**src/rtl/cpu_encode.sv**
```systemverilog
// cpu_encode: streaming RV32I field-to-instruction encoder, 1-cycle latency, 2-entry output buffer.
// Define CPU_ENCODE_RANGE_CHECK_EN to flag unencodable opcodes/immediates on o_err.
module cpu_encode #(
    parameter int                    ADDR_WIDTH = 32,
    parameter logic [ADDR_WIDTH-1:0] BASE_ADDR  = '0
) (
    input  logic                  i_clk,
    input  logic                  i_rst,
    input  logic                  i_valid,
    output logic                  o_ready,
    input  logic [6:0]            i_op,
    input  logic [4:0]            i_rd,
    input  logic [4:0]            i_rs1,
    input  logic [4:0]            i_rs2,
    input  logic [9:0]            i_func,
    input  logic [31:0]           i_imm,
    output logic                  o_valid,
    input  logic                  i_ready,
    output logic [31:0]           o_inst,
    output logic [ADDR_WIDTH-1:0] o_addr,
    output logic                  o_err
);

    typedef enum logic [2:0] {
        FMT_R,
        FMT_I,
        FMT_S,
        FMT_B,
        FMT_U,
        FMT_J,
        FMT_X
    } fmt_e;

    fmt_e        fmt;
    logic [2:0]  f3;
    logic [6:0]  f7;
    logic [31:0] enc_inst;
    logic        enc_err;

    assign f3 = i_func[2:0];
    assign f7 = i_func[9:3];

    always_comb begin
        fmt = FMT_X;
        case (i_op)
            7'b0110011: fmt = FMT_R;
            7'b1100111,
            7'b0000011,
            7'b0010011,
            7'b0001111,
            7'b1110011: fmt = FMT_I;
            7'b0100011: fmt = FMT_S;
            7'b1100011: fmt = FMT_B;
            7'b0110111,
            7'b0010111: fmt = FMT_U;
            7'b1101111: fmt = FMT_J;
            default:    fmt = FMT_X;
        endcase
    end

    always_comb begin
        enc_inst = '0;
        unique case (fmt)
            FMT_R: enc_inst = {f7, i_rs2, i_rs1, f3, i_rd, i_op};
            FMT_I: enc_inst = {i_imm[11:0], i_rs1, f3, i_rd, i_op};
            FMT_S: enc_inst = {i_imm[11:5], i_rs2, i_rs1, f3,
                               i_imm[4:0], i_op};
            FMT_B: enc_inst = {i_imm[12], i_imm[10:5], i_rs2, i_rs1,
                               f3, i_imm[4:1], i_imm[11], i_op};
            FMT_U: enc_inst = {i_imm[19:0], i_rd, i_op};
            FMT_J: enc_inst = {i_imm[20], i_imm[10:1], i_imm[11],
                               i_imm[19:12], i_rd, i_op};
            default: enc_inst = '0;
        endcase
    end

`ifdef CPU_ENCODE_RANGE_CHECK_EN
    // Immediate fits when every bit above the field top equals the field sign bit.
    logic sx12;
    logic sx13;
    logic sx20;
    logic sx21;

    assign sx12 = (i_imm[31:11] == {21{i_imm[11]}});
    assign sx13 = (i_imm[31:12] == {20{i_imm[12]}});
    assign sx20 = (i_imm[31:19] == {13{i_imm[19]}});
    assign sx21 = (i_imm[31:20] == {12{i_imm[20]}});

    always_comb begin
        enc_err = 1'b0;
        unique case (fmt)
            FMT_R:   enc_err = 1'b0;
            FMT_I:   enc_err = !sx12;
            FMT_S:   enc_err = !sx12;
            FMT_B:   enc_err = !sx13 || i_imm[0];
            FMT_U:   enc_err = !sx20;
            FMT_J:   enc_err = !sx21 || i_imm[0];
            default: enc_err = 1'b1;
        endcase
    end
`else
    logic unused_imm;

    assign enc_err    = 1'b0;
    assign unused_imm = ^i_imm[31:21];
`endif

    logic                  out_v_q;
    logic                  out_v_d;
    logic [31:0]           out_inst_q;
    logic [31:0]           out_inst_d;
    logic [ADDR_WIDTH-1:0] out_addr_q;
    logic [ADDR_WIDTH-1:0] out_addr_d;
    logic                  out_err_q;
    logic                  out_err_d;
    logic                  sk_v_q;
    logic                  sk_v_d;
    logic [31:0]           sk_inst_q;
    logic [31:0]           sk_inst_d;
    logic [ADDR_WIDTH-1:0] sk_addr_q;
    logic [ADDR_WIDTH-1:0] sk_addr_d;
    logic                  sk_err_q;
    logic                  sk_err_d;
    logic [ADDR_WIDTH-1:0] addr_q;
    logic [ADDR_WIDTH-1:0] addr_d;
    logic                  acc;
    logic                  cons;

    assign o_ready = !i_rst && !sk_v_q;
    assign acc     = i_valid && o_ready;
    assign cons    = out_v_q && i_ready;

    always_comb begin
        out_v_d    = out_v_q;
        out_inst_d = out_inst_q;
        out_addr_d = out_addr_q;
        out_err_d  = out_err_q;
        sk_v_d     = sk_v_q;
        sk_inst_d  = sk_inst_q;
        sk_addr_d  = sk_addr_q;
        sk_err_d   = sk_err_q;
        addr_d     = addr_q;
        if (acc) begin
            addr_d = addr_q + ADDR_WIDTH'(32'd4);
        end
        // A full skid blocks acceptance, so it only ever drains.
        if (sk_v_q) begin
            if (cons) begin
                out_inst_d = sk_inst_q;
                out_addr_d = sk_addr_q;
                out_err_d  = sk_err_q;
                sk_v_d     = 1'b0;
            end
        end else if (acc) begin
            if (!out_v_q || cons) begin
                out_v_d    = 1'b1;
                out_inst_d = enc_inst;
                out_addr_d = addr_q;
                out_err_d  = enc_err;
            end else begin
                sk_v_d    = 1'b1;
                sk_inst_d = enc_inst;
                sk_addr_d = addr_q;
                sk_err_d  = enc_err;
            end
        end else if (cons) begin
            out_v_d = 1'b0;
        end
    end

    always_ff @(posedge i_clk) begin
        if (i_rst) begin
            out_v_q    <= 1'b0;
            out_inst_q <= '0;
            out_addr_q <= BASE_ADDR;
            out_err_q  <= 1'b0;
            sk_v_q     <= 1'b0;
            sk_inst_q  <= '0;
            sk_addr_q  <= BASE_ADDR;
            sk_err_q   <= 1'b0;
            addr_q     <= BASE_ADDR;
        end else begin
            out_v_q    <= out_v_d;
            out_inst_q <= out_inst_d;
            out_addr_q <= out_addr_d;
            out_err_q  <= out_err_d;
            sk_v_q     <= sk_v_d;
            sk_inst_q  <= sk_inst_d;
            sk_addr_q  <= sk_addr_d;
            sk_err_q   <= sk_err_d;
            addr_q     <= addr_d;
        end
    end

    assign o_valid = out_v_q;
    assign o_inst  = out_inst_q;
    assign o_addr  = out_addr_q;
    assign o_err   = out_err_q;

endmodule
```
**config.mk**
```make
export PLATFORM = sky130hd
export DESIGN_NAME = cpu_encode
export DESIGN_NICKNAME = d
export VERILOG_FILES = /design/src/rtl/cpu_encode.sv
export SDC_FILE = /design/constraint.sdc
export NUM_CORES = 1
export LEC_CHECK = 0
export BUFFER_PORTS_ARGS = -buffer_cell sky130_fd_sc_hd__buf_2
export CORE_MARGIN = 2
export CORE_UTILIZATION = 35
export CTS_CLUSTER_SIZE = 14
export DETAILED_ROUTE_END_ITERATION = 6
export GPL_TIMING_DRIVEN = 0
export MAX_ROUTING_LAYER = met4
export PLACE_DENSITY = 0.57
export SLEW_MARGIN = 20
export SYNTH_ARGS = -nofsm -noshare
export SYNTH_HDL_FRONTEND = slang
export SYNTH_SLANG_ARGS = --single-unit
```
**constraint.sdc**
```tcl
create_clock -name i_clk -period 4.1 [get_ports i_clk]
set_clock_uncertainty 0.15 [all_clocks]
set_input_delay 0.82 -clock i_clk [delete_from_list [all_inputs] [get_ports i_clk]]
set_output_delay 0.82 -clock i_clk [all_outputs]
set_load 0.01 [all_outputs]
```
==> summary.txt <==
Drt
  • DR vias: 6637
  • Via-to-Cell Ratio: 5.19
  • Routed Antenna Nets: 0
  • DR pass1 iterations: 5
  • Iteration-0 DRC Markers: 478
  • DR WL/cell: 16.5 microns
  • DRT Wirelength: 21.1 mm
  • DR DRC count: 0

Global route
  • Initial antenna violation count: 0
  • First-pass GRT wire length: 33.8 mm
  • Grt total ovfl: 0
  • GR Util All Layers: 20.3%
  • Largest net degree at the start of global routing: 17
  • Number of global-route vias before repair: 6278

Pwr
  • Maximum vdd ir drop: 0.242 mV
  • Total power: 3600 uW
  • Clock power share: 45.6%
  • PD cells: 413 nW/um^2
  • Sequential share of power: 44.0%
  • Leakage power total: 0.00333 uW
  • Switching share of total power: 24.9%
  • P_int: 2710 uW
  • Comb power frac: 10.4%
  • Net Sw Power: 896 uW

Logic synthesis
  • #FFs+latches synth: 156
  • Ys flop type: dfxtp_1
  • YS warnings: 0
  • Top cells by count, synth: dfxtp_1 (156), nand2_1 (117), nor2_1 (87)
  • XOR/XNOR Fraction of Synth Area: 3.29%
  • Post-synthesis sequential area ratio: 43.4%
  • Mapped Cells: 858
  • Yosys top cell by area: dfxtp_1
  • Mux contribution to synthesized area: 4.31%
  • Largest family of logic cells by synthesized area: simple AND/OR/NAND/NOR gates
  • EDFF count, synth: 0
  • Area of the mapped netlist: 7190 sq um
  • Synth Area in Compound Gates: 21.9%
  • Top-area cell type share of the netlist area: 43.4%
  • Count leader, synth: dfxtp_1
  • Syn avg cell area: 8.38 sq um
  • Adder-Cell Fraction of Synth Area: 0.348%
  • Simple-Gate Fraction of Synth Area: 22.1%
  • FFs w/ async S/R, synth: 0%
  • Synth area leaders: dfxtp_1 (43%), nand2_1 (6.1%), a21oi_1 (5.5%)
  • Netlist cell types: 62

Timing
  • Slew HR: 49.7%
  • RSZ-0062 raised after global routing: false
  • Max Clock Freq: 291 MHz
  • Final hold viol count: 0
  • Post-route worst setup slack: 668 ps
  • Final Cycle Share: 83.7%
  • Setup TNS: 0 ps
  • Max-slew violations: 0
  • Slew of the pin with the lowest slew margin: 752 ps
  • Final setup viols: 0
  • Tmin final: 3430 ps

Cells and area
  • Non-Filler Instances: 1278
  • Multi-input gate area: 3750 sq um
  • Fraction of layout cells with a size suffix above 1: 19.2%
  • ANT cells: 0
  • Register area: 3120 sq um
  • Final net count: 1067
  • Fill count: 2093
  • Layout area overhead: 21.4%

Hold path
  • HP Start: sk_inst_q[28]
  • Worst Hold Path EP: sk_inst_q[28]
  • Hold/Removal Path Class: reg2reg
  • Hold depth: 2

Worst setup path
  • R2r endpoint: o_addr[27]
  • Crit path DAT: 3630 ps
  • Setup crit start kind: input port
  • Worst Setup End Kind: flop
  • FF-to-FF path depth: 7
  • Worst Path Required: 4300 ps
  • Crit Path Class: in2reg
  • Critical Path Fanout Max: 10
  • R2r setup slk: 1420 ps
  • Worst R2R Start: sk_v_q

CTS
  • Clock net sink count: 156
  • CTS tree: done
  • Post-CTS resize count: 0
  • H-tree levels: 4
  • Postcts setup bufs: 0
  • Worst skew pair latency: 420 ps
  • CTS max path bufs: 2
  • Reg clk slew, reported paths: 60 ps
  • Hold-fix buffers at CTS: 0
  • Root Driver: clkbuf_16
  • Clock buffer count from CTS: 17

Die
  • Core region area: 20200 sq um
  • Initial Util: 35.7%
  • I/O pins: 135
  • Die Wd: 147 microns
  • Die ar.: 21700 sq um
  • Chip height: 147 microns
  • Row cnt: 52

Outcome
  • Outcome: complete, no violations

Run
  • Max_cap viols: 0

Place
  • Post-Place Setup Slack: 256 ps
  • Post-DP HPWL: 15.6 mm
  • Placed Cells: 1248
  • Routability cong.: 0.926
  • Port Buffer Count: 118
[kinds of logic (layout without fill, tap and decap cells)]
family                   Yosys count  after routing
multiplexers                      31             31
adder cells (fa/ha/maj)            2              2
other                              1              3
XOR/XNOR                          27             27
buffers and inverters             73            221
flip-flops                       156            156
AO/OA/AOI/OAI                    238            238
AND/OR/NAND/NOR                  330            330
[final cells by class]
class | count | area share, %
Buffer | 68 | 3.48
Clock buffer | 19 | 4.96
Clock inverter | 11 | 1.92
Inverter | 5 | 0.272
Multi-Input combinational cell | 631 | 42.9
Sequential cell | 156 | 35.8
Tap cell | 270 | 3.87
Timing Repair Buffer | 118 | 6.77
[per-stage QoR]
step	hold slack, ps	area, sq um	utilization [%]
finish	292	8730	43.3
global route	317	8730	43.3
CTS	295	8730	43.3
detailed placement	287	8130	40.3
global placement	279	8130	40.3
floorplan	267	7200	-
[routing by layer]
layer  share of wire [%]  vias to the layer above  wire length (microns)  global-route usage [%]
met3                 4.6                       24                    967                    4.50
met1                  49                     3111                  10400                    27.7
met2                  45                      166                   9410                    30.7
met5                   0                        -                      0                       -
li1                    -                     3336                      -                       -
met4                 1.3                        0                    284                    5.19
[power groups by stage]
stage          combinational (uW)  sequential [uW]  clock [uW]
6_report                      376             1580        1640
3_5_place_dp                  376             1620           0
4_1_cts                       377             1580        1670
5_1_grt                       411             1590        1740
3_3_place_gp                  375             1620           0
2_1_floorplan                 203             1630           0
[critical path: stages]
cell and delay [ps]:
buf_2 120, buf_2 190, or3_1 380, nor2_2 250
inv_2 140, ha_1 440, inv_1 130, and4_1 230
or3_1 360, buf_2 200, or2_4 290, o22ai_2 90
[layout by cell type, fill, tap and decap left out, types with 7 or more instances in the layout]
cell / count
nand4_1: 8
clkbuf_1: 38
nand2_1: 117
a221oi_1: 8
a21oi_1: 79
or3_1: 16
nand3_1: 23
o21ai_1: 8
a22o_1: 10
clkbuf_16: 17
dfxtp_1: 156
xor2_1: 21
a21o_1: 10
buf_1: 8
o211ai_1: 9
a211oi_1: 38
nor2_1: 87
o22ai_1: 7
and3_1: 27
o21ai_0: 31
nor3_1: 17
mux2i_1: 31
buf_2: 136
a22oi_1: 9
[sequential cells by signal, summed over array words and instances, names as in the netlist]
name,count
addr_q,30
o_addr,30
o_inst,32
o_valid,1
sk_addr_q,30
sk_inst_q,32
sk_v_q,1
[how the worst max path moves through the flow]
stage | startpoint | end | cells after the start
6_report | i_op[3] | o_inst[21] | 12
5_1_grt | i_op[3] | sk_inst_q[31] | 12
4_1_cts | i_op[3] | o_inst[21] | 12
2_1_floorplan | i_op[3] | o_inst[21] | 11
3_3_place_gp | i_op[3] | o_inst[23] | 12
3_5_place_dp | i_op[3] | o_inst[21] | 12
Power figures use the tool's default switching activity.
